$ cat config.mk
export PLATFORM = sky130hd
export DESIGN_NAME = obi_wrr_arbiter
export DESIGN_NICKNAME = d
export VERILOG_FILES = /design/src/rtl/obi_arb_pkg.sv /design/src/rtl/obi_pkg.sv /design/src/rtl/obi_arb_id_fifo.sv /design/src/rtl/obi_wrr_arbiter.sv
export SDC_FILE = /design/constraint.sdc
export NUM_CORES = 1
export LEC_CHECK = 0
export ABC_AREA = 1
export ABC_CLOCK_PERIOD_IN_PS = 3250
export BUFFER_PORTS_ARGS = -buffer_cell sky130_fd_sc_hd__buf_4
export CAP_MARGIN = 20
export CORE_AREA = 4 4 164 166
export CTS_CLUSTER_DIAMETER = 30
export DETAILED_ROUTE_END_ITERATION = 7
export DIE_AREA = 0 0 168 170
export GPL_TIMING_DRIVEN = 0
export PLACE_DENSITY = 0.55
export SYNTH_ARGS = -nofsm -noshare
export SYNTH_HDL_FRONTEND = slang
export SYNTH_SLANG_ARGS = --single-unit
$ cat constraint.sdc
create_clock -name clk_i -period 3.25 [get_ports clk_i]
set_input_delay 0.1625 -clock clk_i [delete_from_list [all_inputs] [get_ports clk_i]]
set_output_delay 0.1625 -clock clk_i [all_outputs]
set_load 0.03 [all_outputs]
$ cat src/rtl/obi_arb_pkg.sv
// Arbiter-local types: master index container, FSM state, effective weight helper.
package obi_arb_pkg;

    localparam int unsigned MasterIdW = 8;

    typedef logic [MasterIdW-1:0] master_id_t;

    typedef enum logic {
        ARB  = 1'b0,
        HOLD = 1'b1
    } arb_state_e;

    // A weight of zero would starve a master, so it is promoted to one grant.
    function automatic logic [31:0] eff_weight(input logic [31:0] w);
        return (w == 32'd0) ? 32'd1 : w;
    endfunction

endpackage

$ cat src/rtl/obi_pkg.sv
// OBI request/response structures shared by masters, arbiter and crossbar.
package obi_pkg;

    typedef struct packed {
        logic        req;
        logic        we;
        logic [3:0]  be;
        logic [31:0] addr;
        logic [31:0] wdata;
    } obi_req_t;

    typedef struct packed {
        logic        gnt;
        logic        rvalid;
        logic [31:0] rdata;
    } obi_resp_t;

endpackage

$ cat src/rtl/obi_arb_id_fifo.sv
// Synchronous FIFO holding the master index of each outstanding transaction.
module obi_arb_id_fifo #(
    parameter int unsigned Width = 2,
    parameter int unsigned Depth = 4,
    localparam int unsigned PtrW = (Depth > 1) ? $clog2(Depth) : 1,
    localparam int unsigned CntW = $clog2(Depth + 1)
) (
    input  logic             clk_i,
    input  logic             rst_i,
    input  logic             push_i,
    input  logic [Width-1:0] data_i,
    input  logic             pop_i,
    output logic [Width-1:0] data_o,
    output logic             full_o,
    output logic             empty_o,
    output logic [CntW-1:0]  count_o
);

    logic [Width-1:0] r_mem [Depth];
    logic [PtrW-1:0]  r_wr_ptr;
    logic [PtrW-1:0]  r_rd_ptr;
    logic [CntW-1:0]  r_count;
    logic             w_push;
    logic             w_pop;

    assign full_o  = (r_count == CntW'(Depth));
    assign empty_o = (r_count == '0);
    assign count_o = r_count;
    assign data_o  = r_mem[r_rd_ptr];
    assign w_push  = push_i & ~full_o;
    assign w_pop   = pop_i & ~empty_o;

    always_ff @(posedge clk_i) begin
        if (w_push) begin
            r_mem[r_wr_ptr] <= data_i;
        end
    end

    always_ff @(posedge clk_i or posedge rst_i) begin
        if (rst_i) begin
            r_wr_ptr <= '0;
            r_rd_ptr <= '0;
            r_count  <= '0;
        end else begin
            if (w_push) begin
                r_wr_ptr <= (r_wr_ptr == PtrW'(Depth - 1)) ? '0 : r_wr_ptr + 1'b1;
            end
            if (w_pop) begin
                r_rd_ptr <= (r_rd_ptr == PtrW'(Depth - 1)) ? '0 : r_rd_ptr + 1'b1;
            end
            case ({w_push, w_pop})
                2'b10:   r_count <= r_count + CntW'(1);
                2'b01:   r_count <= r_count - CntW'(1);
                default: r_count <= r_count;
            endcase
        end
    end

endmodule

$ cat src/rtl/obi_wrr_arbiter.sv
// N-to-1 weighted round-robin OBI arbiter with in-order response routing.
// Optional per-master grant counters are enabled by OBI_WRR_ARBITER_PERF_CNT_EN.
module obi_wrr_arbiter
    import obi_pkg::*;
    import obi_arb_pkg::*;
#(
    parameter int unsigned NumMasters     = 3,
    parameter int unsigned MaxOutstanding = 4,
    parameter int unsigned WeightWidth    = 4,
    localparam int unsigned IdW           = $clog2(NumMasters),
    localparam int unsigned CntW          = $clog2(MaxOutstanding + 1)
) (
    input  logic                              clk_i,
    input  logic                              rst_i,
    input  logic [NumMasters*WeightWidth-1:0] weight_i,
    input  obi_req_t  [NumMasters-1:0]        master_req_i,
    output obi_resp_t [NumMasters-1:0]        master_resp_o,
    output obi_req_t                          slave_req_o,
    input  obi_resp_t                         slave_resp_i,
    output logic                              busy_o,
    output logic                              err_o
`ifdef OBI_WRR_ARBITER_PERF_CNT_EN
    ,
    output logic [NumMasters*32-1:0]          grant_cnt_o
`endif
);

    arb_state_e             r_state;
    arb_state_e             w_state_next;
    logic [IdW-1:0]         r_ptr;
    logic [IdW-1:0]         r_lock_id;
    logic [WeightWidth-1:0] r_credit;
    logic                   r_err;

    logic [IdW-1:0]         w_winner;
    logic                   w_has_winner;
    logic                   w_hs;
    logic                   w_full;
    logic                   w_empty;
    logic [IdW-1:0]         w_head;
    logic [CntW-1:0]        w_count;
    logic [WeightWidth-1:0] w_weight;
    logic [WeightWidth-1:0] w_credit_use;

    // Lowest offset from r_ptr wins, so scan from the far end downward.
    always_comb begin
        int unsigned idx;
        idx          = 0;
        w_winner     = '0;
        w_has_winner = 1'b0;
        if (r_state == HOLD) begin
            w_winner     = r_lock_id;
            w_has_winner = 1'b1;
        end else begin
            for (int i = NumMasters - 1; i >= 0; i--) begin
                idx = (int'(r_ptr) + i) % NumMasters;
                if (master_req_i[idx].req) begin
                    w_winner     = IdW'(idx);
                    w_has_winner = 1'b1;
                end
            end
        end
    end

    // No bypass: a full FIFO blocks even when a response pops this cycle.
    always_comb begin
        slave_req_o = '0;
        if (w_has_winner && !w_full && !rst_i) begin
            slave_req_o = master_req_i[w_winner];
        end
    end

    assign w_hs = slave_req_o.req & slave_resp_i.gnt;

    always_comb begin
        w_state_next = r_state;
        case (r_state)
            ARB:     if (slave_req_o.req && !slave_resp_i.gnt) w_state_next = HOLD;
            HOLD:    if (w_hs) w_state_next = ARB;
            default: w_state_next = ARB;
        endcase
    end

    assign w_weight     = weight_i[int'(w_winner)*WeightWidth +: WeightWidth];
    assign w_credit_use = (w_winner == r_ptr && r_credit != '0)
                        ? r_credit
                        : WeightWidth'(eff_weight(32'(w_weight)));

    always_ff @(posedge clk_i or posedge rst_i) begin
        if (rst_i) begin
            r_state   <= ARB;
            r_ptr     <= '0;
            r_credit  <= '0;
            r_lock_id <= '0;
            r_err     <= 1'b0;
        end else begin
            r_state <= w_state_next;
            if (r_state == ARB && slave_req_o.req && !slave_resp_i.gnt) begin
                r_lock_id <= w_winner;
            end
            if (w_hs) begin
                if (w_credit_use == WeightWidth'(1)) begin
                    r_ptr    <= (int'(w_winner) == NumMasters - 1) ? '0 : w_winner + 1'b1;
                    r_credit <= '0;
                end else begin
                    r_ptr    <= w_winner;
                    r_credit <= w_credit_use - 1'b1;
                end
            end
            if (slave_resp_i.rvalid && w_empty) begin
                r_err <= 1'b1;
            end
        end
    end

    obi_arb_id_fifo #(
        .Width (IdW),
        .Depth (MaxOutstanding)
    ) u_id_fifo (
        .clk_i   (clk_i),
        .rst_i   (rst_i),
        .push_i  (w_hs),
        .data_i  (w_winner),
        .pop_i   (slave_resp_i.rvalid),
        .data_o  (w_head),
        .full_o  (w_full),
        .empty_o (w_empty),
        .count_o (w_count)
    );

    always_comb begin
        master_resp_o = '0;
        for (int i = 0; i < NumMasters; i++) begin
            master_resp_o[i].gnt    = w_hs && (w_winner == IdW'(i));
            master_resp_o[i].rvalid = slave_resp_i.rvalid && !w_empty && (w_head == IdW'(i));
            master_resp_o[i].rdata  = slave_resp_i.rdata;
        end
    end

    assign busy_o = (w_count != '0) || (r_state == HOLD);
    assign err_o  = r_err;

`ifdef OBI_WRR_ARBITER_PERF_CNT_EN
    genvar gi;
    generate
        for (gi = 0; gi < NumMasters; gi++) begin : g_perf_cnt
            logic [31:0] r_cnt;
            always_ff @(posedge clk_i or posedge rst_i) begin
                if (rst_i) begin
                    r_cnt <= '0;
                end else if (w_hs && w_winner == IdW'(gi)) begin
                    r_cnt <= r_cnt + 32'd1;
                end
            end
            assign grant_cnt_o[gi*32 +: 32] = r_cnt;
        end
    endgenerate
`endif

endmodule

Yosys cells after proc, flatten, opt, wreduce, memory -nomap -nowiden
Memory sizes are Yosys's and may differ from the RTL's.
Cells that the tools add are included.
- word-level logic and storage cells: 98
- register bits after elaboration: 17
- memories kept: 1
- bits in writable memories: 8
- output and inout bits: 174
- memories (memory ; words ; bits a word ; read ports ; clocked after memory_dff ; write ports ; RTL line ; RTL):
    u_id_fifo.r_mem ; 4 ; 2 ; 1 ; 0 ; 1 ; obi_arb_id_fifo.sv:19 ; logic [Width-1:0] r_mem [Depth];
- multiplexer cells: 30
- equal/unequal tests: 11
- reductions and logical operators: 26
- divide/modulo/power cells: 3
- add/subtract/negate cells: 8
- shift operators: 1
- magnitude comparators: 4
- bitwise logic cells: 6
- operators with widths (kind ; number):
    binary-select mux 70 bit (select 2 bit) ; 4
    two-way mux 70 bit ; 5
    < comparator 32 x 3 -> 1 bit, second input constant ; 3
    remainder unit 32 x 2 -> 32 bit, second input constant ; 2
    remainder unit 2 x 2 -> 32 bit, second input constant ; 1
    two-way mux 2 bit ; 8
    logical AND 1 bit ; 14
    two-way mux 4 bit ; 3
    indexed part select 12 x 5 -> 4 bit ; 1
    == test 2 bit, second input constant ; 5
    two-way mux 1 bit ; 8
    adder 2 x 1 -> 2 bit, second input constant ; 3
    == test 2 x 1 -> 1 bit, second input constant ; 3
    case mux 3 bit (2 select lines) ; 1
    == test 4 x 1 -> 1 bit, second input constant ; 1
    logical NOT 1 bit ; 4
    logical NOT 2 bit ; 2
    logical NOT 4 bit ; 1
    nonzero test 4 bit ; 1
    subtractor 4 x 1 -> 4 bit, second input constant ; 1
    adder 2 x 1 -> 3 bit, second input constant ; 1
    adder 2 x 2 -> 3 bit, second input constant ; 1
    adder 3 x 1 -> 3 bit, second input constant ; 1
    AND 1 bit ; 3
    other kinds (10) ; 12

Longest topological paths before layout
- depth in word-level cells: 15
- gate-level depth with buffers: 25
- depth with buffers taken out: 24

Hierarchy
Synthesis repeated with hierarchy kept, for this count alone.
- cells, all modules: 663
- area total of the unflattened synthesis: 4062.6 um2
- modules (own cells, without submodules) (module ; area each (um2) ; times used ; cells each):
    obi_wrr_arbiter ; 3254.4 ; 1 ; 578
    obi_arb_id_fifo ; 808.3 ; 1 ; 85

Worst setup path before layout
Ideal clock, no wire load.
- kind: reg-to-reg
- start point: register r_ptr[0]
- end point: register u_id_fifo.r_count[2] (netlist: u_id_fifo.count_o[2])
- data required time: 3.126 ns
- data arrival time: 3.043 ns
- path buffers: 1
- library setup time: 0.124 ns
- period minus slack after synthesis: 3.168 ns
- setup slack: 0.082 ns
- stages on the path, launching flop included: 25
- cells stage by stage: dfrtp_1 > inv_1 > ha_1 > inv_2 > nand2_1 > nand2_2 > nand2_1 > nand2_1 > nand2_2 > nand2_1 > nand2_2 > nand2_2 > inv_2 > nand2_1 > o211ai_2 > nand2_2 > inv_2 > nand2_4 > buf_6 > ha_1 > inv_1 > fa_1 > a21oi_1 > o21ai_0 > xnor2_1
- RTL lines (element ; RTL line ; RTL):
    from (decl) ; obi_wrr_arbiter.sv:30 ; logic [IdW-1:0] r_ptr;
    from (signal assigned) ; obi_wrr_arbiter.sv:103 ; r_ptr <= (int'(w_winner) == NumMasters - 1) ? '0 : w_winner + 1'b1;
    from (signal assigned) ; obi_wrr_arbiter.sv:106 ; r_ptr <= w_winner;
    to (signal assigned) ; obi_arb_id_fifo.sv:52 ; 2'b10: r_count <= r_count + CntW'(1);
    to (signal assigned) ; obi_arb_id_fifo.sv:53 ; 2'b01: r_count <= r_count - CntW'(1);
    to (signal assigned) ; obi_arb_id_fifo.sv:54 ; default: r_count <= r_count;
    to (decl) ; obi_arb_id_fifo.sv:22 ; logic [CntW-1:0] r_count;

Worst setup path in the final report
- start point: register r_ptr[0]
- end point: register u_id_fifo.r_count[2] (netlist: u_id_fifo.count_o[2])
- cells in the longest elaborated chain, start to end: 15
- elaborated cells between the ends (all ways): 30
- classes of those cells: 2 x add/sub; 3 x div; 2 x eq/ne; 18 x mux; 2 x bitwise; 3 x reduce/logical
- RTL lines (element ; RTL line ; RTL):
    adder 2 x 2 -> 3 bit ; obi_wrr_arbiter.sv:56 ; idx = (int'(r_ptr) + i) % NumMasters;
    remainder unit 32 x 2 -> 32 bit ; obi_wrr_arbiter.sv:56 ;
    binary-select mux 70 bit (select 2 bit) ; obi_wrr_arbiter.sv:57 ; if (master_req_i[idx].req) begin
    two-way mux 70 bit (not written as such) ; obi_wrr_arbiter.sv:57 ;
    two-way mux 2 bit (2 in a row) ; obi_wrr_arbiter.sv:57 ;
    two-way mux 2 bit * ; obi_wrr_arbiter.sv:57 ;
    two-way mux 2 bit * ; obi_wrr_arbiter.sv:51 ; if (r_state == HOLD) begin
    via u_id_fifo.data_i[1] ; obi_arb_id_fifo.sv:11 ; input logic [Width-1:0] data_i,
    binary-select mux 70 bit (select 2 bit) * ; obi_wrr_arbiter.sv:69 ; slave_req_o = master_req_i[w_winner];
    two-way mux 70 bit (not written as such) * ; obi_wrr_arbiter.sv:69 ;
    two-way mux 70 bit * ; obi_wrr_arbiter.sv:68 ; if (w_has_winner && !w_full && !rst_i) begin
    AND 1 bit * ; obi_wrr_arbiter.sv:73 ; assign w_hs = slave_req_o.req & slave_resp_i.gnt;
    AND 1 bit * ; obi_arb_id_fifo.sv:30 ; assign w_push = push_i & ~full_o;
    == test 2 x 1 -> 1 bit / == test 2 bit (equally long branches) ; obi_arb_id_fifo.sv:51 ; case ({w_push, w_pop})
    case mux 3 bit (2 select lines) / nonzero test 2 bit (equally long branches) ; -- ;
Mark *: on every way through the listed nets, which the timed path passes. The rest lies on a longest branch. The select of a mux whose other input is x is not followed.
A chain may end at the register's enable or synchronous reset.

==> impl_metrics.ini <==
[global_route]
grt_overflow = 0
grt_pass1_wl_mm = 35.48
antenna_found_initial = 0
grt_pass1_vias = 6355
grt_max_degree = 18
track_usage_pct = 15.42

[sta]
rsz0062_at_grt = true
final-hold-violation-count = 0
setup_ws_ns = 0.1393
finClkSkew_ns = 0.003910
holdWs_ns = 0.03028
worstMarginPinSlew_ns = 0.7152
tns_ns = 0
relSlewSlack_pct = 52.26
slew_viol_final = 0
finalSetupViolCount = 0
period_share_pct = 95.71
fmax_mhz = 321.5
finalCriticalPeriod_ns = 3.111

[clocking]
cts_tree = built
cts_buffer_depth = 2
numCtsBuffers = 3
clkTransAtPathRegs_ns = 0.07
cts-root-buf = clkbuf_16
h-tree-depth = 1
holdBufCountCts = 0
clk_latency_ns = 0.27
cts.sinks = 25

[power_and_ir_drop]
switching_power_uw = 4856
seq_power_share_pct = 6.7
clock_power_share_pct = 3.6
p_per_area_mw_per_mm2 = 981.1
sw_frac_of_total_pct = 59.27
intPower_uw = 3336
ir_worst_vdd_mv = 0.3952
total_power_uw = 8192
p_comb_share_pct = 89.7
p_leak_uw = 0.004977

[finish]
synthToLayoutAreaGrowth_pct = 87.87
nets = 1492
diodes = 0
drive_gt1_share_pct = 48.98
final_core_util_pct = 32.59

[floorplanning]
core-area_sq_mm = 0.02562
dieArea_sq_mm = 0.02856
dieWidth_um = 168
initial_core_util_pct = 17.35
num_rows = 59
ios = 432
die-height_um = 170

[critical_path]
worstSetupEndpointType = register
path_buf_inv = 6
crit_path_start_kind = register
slowest_stage = dfrtp_2
crit_type = reg2reg
cp_data_required_time_ns = 3.40
critPathMaxStageDelay_ns = 0.45
critical-path-top-delay-family = simple AND/OR/NAND/NOR gates
critPathArrivalTime_ns = 3.26
crit_fanout = 8
path_cells = inv_2 -> ha_4 -> inv_4 -> nand2_1 -> nand2_2 -> nand2_1 -> nand2_1 -> nand2_2 -> nand2_4 -> nand2_4 -> nand2_4 -> inv_8 -> nand2_1 -> o211ai_2 -> nand2_2 -> inv_2 -> nand2_4 -> buf_8 -> ha_1 -> inv_1 -> fa_2 -> a21oi_1 -> o21ai_1 -> xnor2_1

[drt]
wl_met3_mm = 1.885
drt-pass1-iter-count = 4
num_vias = 6411
dr_wl_met2_mm = 12.16
routed_wirelength_mm = 24.18
route.detailed.drc = 0
drt_iter0_markers = 334
routedLengthMet1_mm = 9.942
wl_per_cell_um = 15.54
ant_nets = 0
vias_per_cell = 4.120
top_layer_used = met4

[synthesis]
synthesis.area_sq_mm = 0.004444
synth_area_per_cell_sq_um = 5.590
syn_nets = 1065
synth_seq_cells = 25
yosysUniqueCellTypes = 36
yosysWarnings = 0
syn_inst = 795
ys_seq_area_share_pct = 14.98

[job]
maxCapViolCount = 0

[min_path]
hold_path_class = in2async

[place]
io_buffers = 399
hpwl_mm = 20.34
routabilityCongestion = 0.8591
dp_slack_ns = -0.4345

[status]
status = completed
==> sequential cells by signal, indices dropped and copies added (netlist names), named ones only <==
signal,cells
u_id_fifo.count_o,3
r_lock_id,2
r_credit,4
u_id_fifo.r_wr_ptr,2
r_ptr,2
u_id_fifo.r_mem,8
err_o,1
u_id_fifo.r_rd_ptr,2
==> synth_stat cells, drive strengths merged <==
| cell | number | share of area [%] |
|---|---|---|
| nand3 | 164 | 19 |
| a21o | 1 | 0.17 |
| fa | 1 | 0.45 |
| nand4 | 3 | 0.42 |
| a21oi | 9 | 1.4 |
| a32o | 1 | 0.23 |
| a32oi | 1 | 0.20 |
| o211ai | 1 | 0.28 |
| o21ai | 11 | 1.2 |
| nand3b | 1 | 0.17 |
| edfxtp | 8 | 5.4 |
| inv | 105 | 8.9 |
| a311oi | 1 | 0.34 |
| xnor2 | 3 | 0.59 |
| nor2 | 21 | 2.3 |
| clkinv | 1 | 0.084 |
| nor3 | 2 | 0.23 |
| nand2 | 296 | 26 |
| ha | 11 | 3.1 |
| clkbuf | 18 | 1.5 |
| dfrtp | 17 | 9.6 |
| nor4 | 2 | 0.28 |
| a211oi | 1 | 0.17 |
| buf | 116 | 18 |
==> worst register-to-register path, delay by kind of cell (launching register included) <==
kind | cells | cell delay, ns
AO/OA/AOI/OAI | 3 | 0.34
XOR/XNOR | 1 | 0.13
adder cells (fa/ha/maj) | 3 | 0.69
buffers and inverters | 6 | 0.47
flip-flops | 1 | 0.45
AND/OR/NAND/NOR | 11 | 0.93
==> per-stage QoR <==
stage	cells	area, sq um
final	1556	8349
after global routing	1556	8349
after CTS	1542	8104
after detailed placement	1530	7870
after global placement	1529	7859
after floorplan	795	4444
==> final timing paths <==
kind,startpoint,end,slack [ns],cells past startpoint
max reg2reg,r_ptr[0],u_id_fifo.count_o[2],0.14,24
max,r_ptr[0],u_id_fifo.count_o[2],0.14,24
min reg2reg,err_o,err_o,0.46,1
min in group clk_i,slave_resp_i[32],err_o,0.10,2
min,rst_i,u_id_fifo.count_o[1],0.03,2
max in group asynchronous,rst_i,r_ptr[0],2.72,2
==> routing by layer <==
layer	vias to the layer above	track usage, %
met5	-	0
met4	0	1.658
met3	14	2.927
met2	285	28.09
met1	2882	19.55
li1	3230	-
==> final cells by class <==
class | instances | area (sq um)
Buffer | 133 | 935.9
Clock buffer | 3 | 75.07
Clock inverter | 1 | 8.758
Fill cell | 2875 | 17270
Inverter | 106 | 415.4
Multi-Input combinational cell | 530 | 2619
Sequential cell | 25 | 668.1
Tap cell | 335 | 419.2
Timing Repair Buffer | 423 | 3208
==> repair_timing <==
action,in CTS,in global routing
pin swaps,2,9
setup endpoints to repair,79,71
setup buffers,8,15
resized for setup,23,51
==> kinds of logic (layout without fill, tap and decap cells) <==
logic type | count (synthesis) | in the layout | share of synthesized area (%)
AO/OA/AOI/OAI | 26 | 26 | 4.054
XOR/XNOR | 3 | 3 | 0.5913
adder cells (fa/ha/maj) | 12 | 12 | 3.547
buffers and inverters | 240 | 666 | 28.91
flip-flops | 25 | 25 | 14.98
AND/OR/NAND/NOR | 489 | 489 | 47.92
==> power groups by stage <==
stage	logic, uW	clock network [uW]	registers (uW)
5_1_grt	8100	313	565
6_report	7350	295	550
2_1_floorplan	4450	0	527
3_5_place_dp	6750	0	545
3_3_place_gp	6730	0	545
4_1_cts	6980	298	544
==> placed cells by master, fill, tap and decap left out, types with 2 or more instances in the layout <==
cell type / instances
inv_4: 2
clkbuf_4: 5
buf_8: 2
nand2_1: 282
xnor2_1: 3
nand2_4: 9
nor4_1: 2
ha_4: 2
clkbuf_2: 14
buf_6: 3
nor2_1: 13
nand3_1: 158
ha_1: 9
buf_4: 517
buf_12: 2
inv_2: 4
buf_1: 2
clkbuf_1: 9
dfrtp_2: 2
a21oi_2: 3
clkbuf_16: 3
dfrtp_1: 15
edfxtp_1: 8
nand3_2: 5
o21ai_1: 3
a21oi_1: 5
nand2_2: 5
nand4_1: 3
o21ai_0: 8
buf_2: 2
inv_1: 98
nor2_2: 7
No activity file was read; power rests on OpenSTA's default activity.
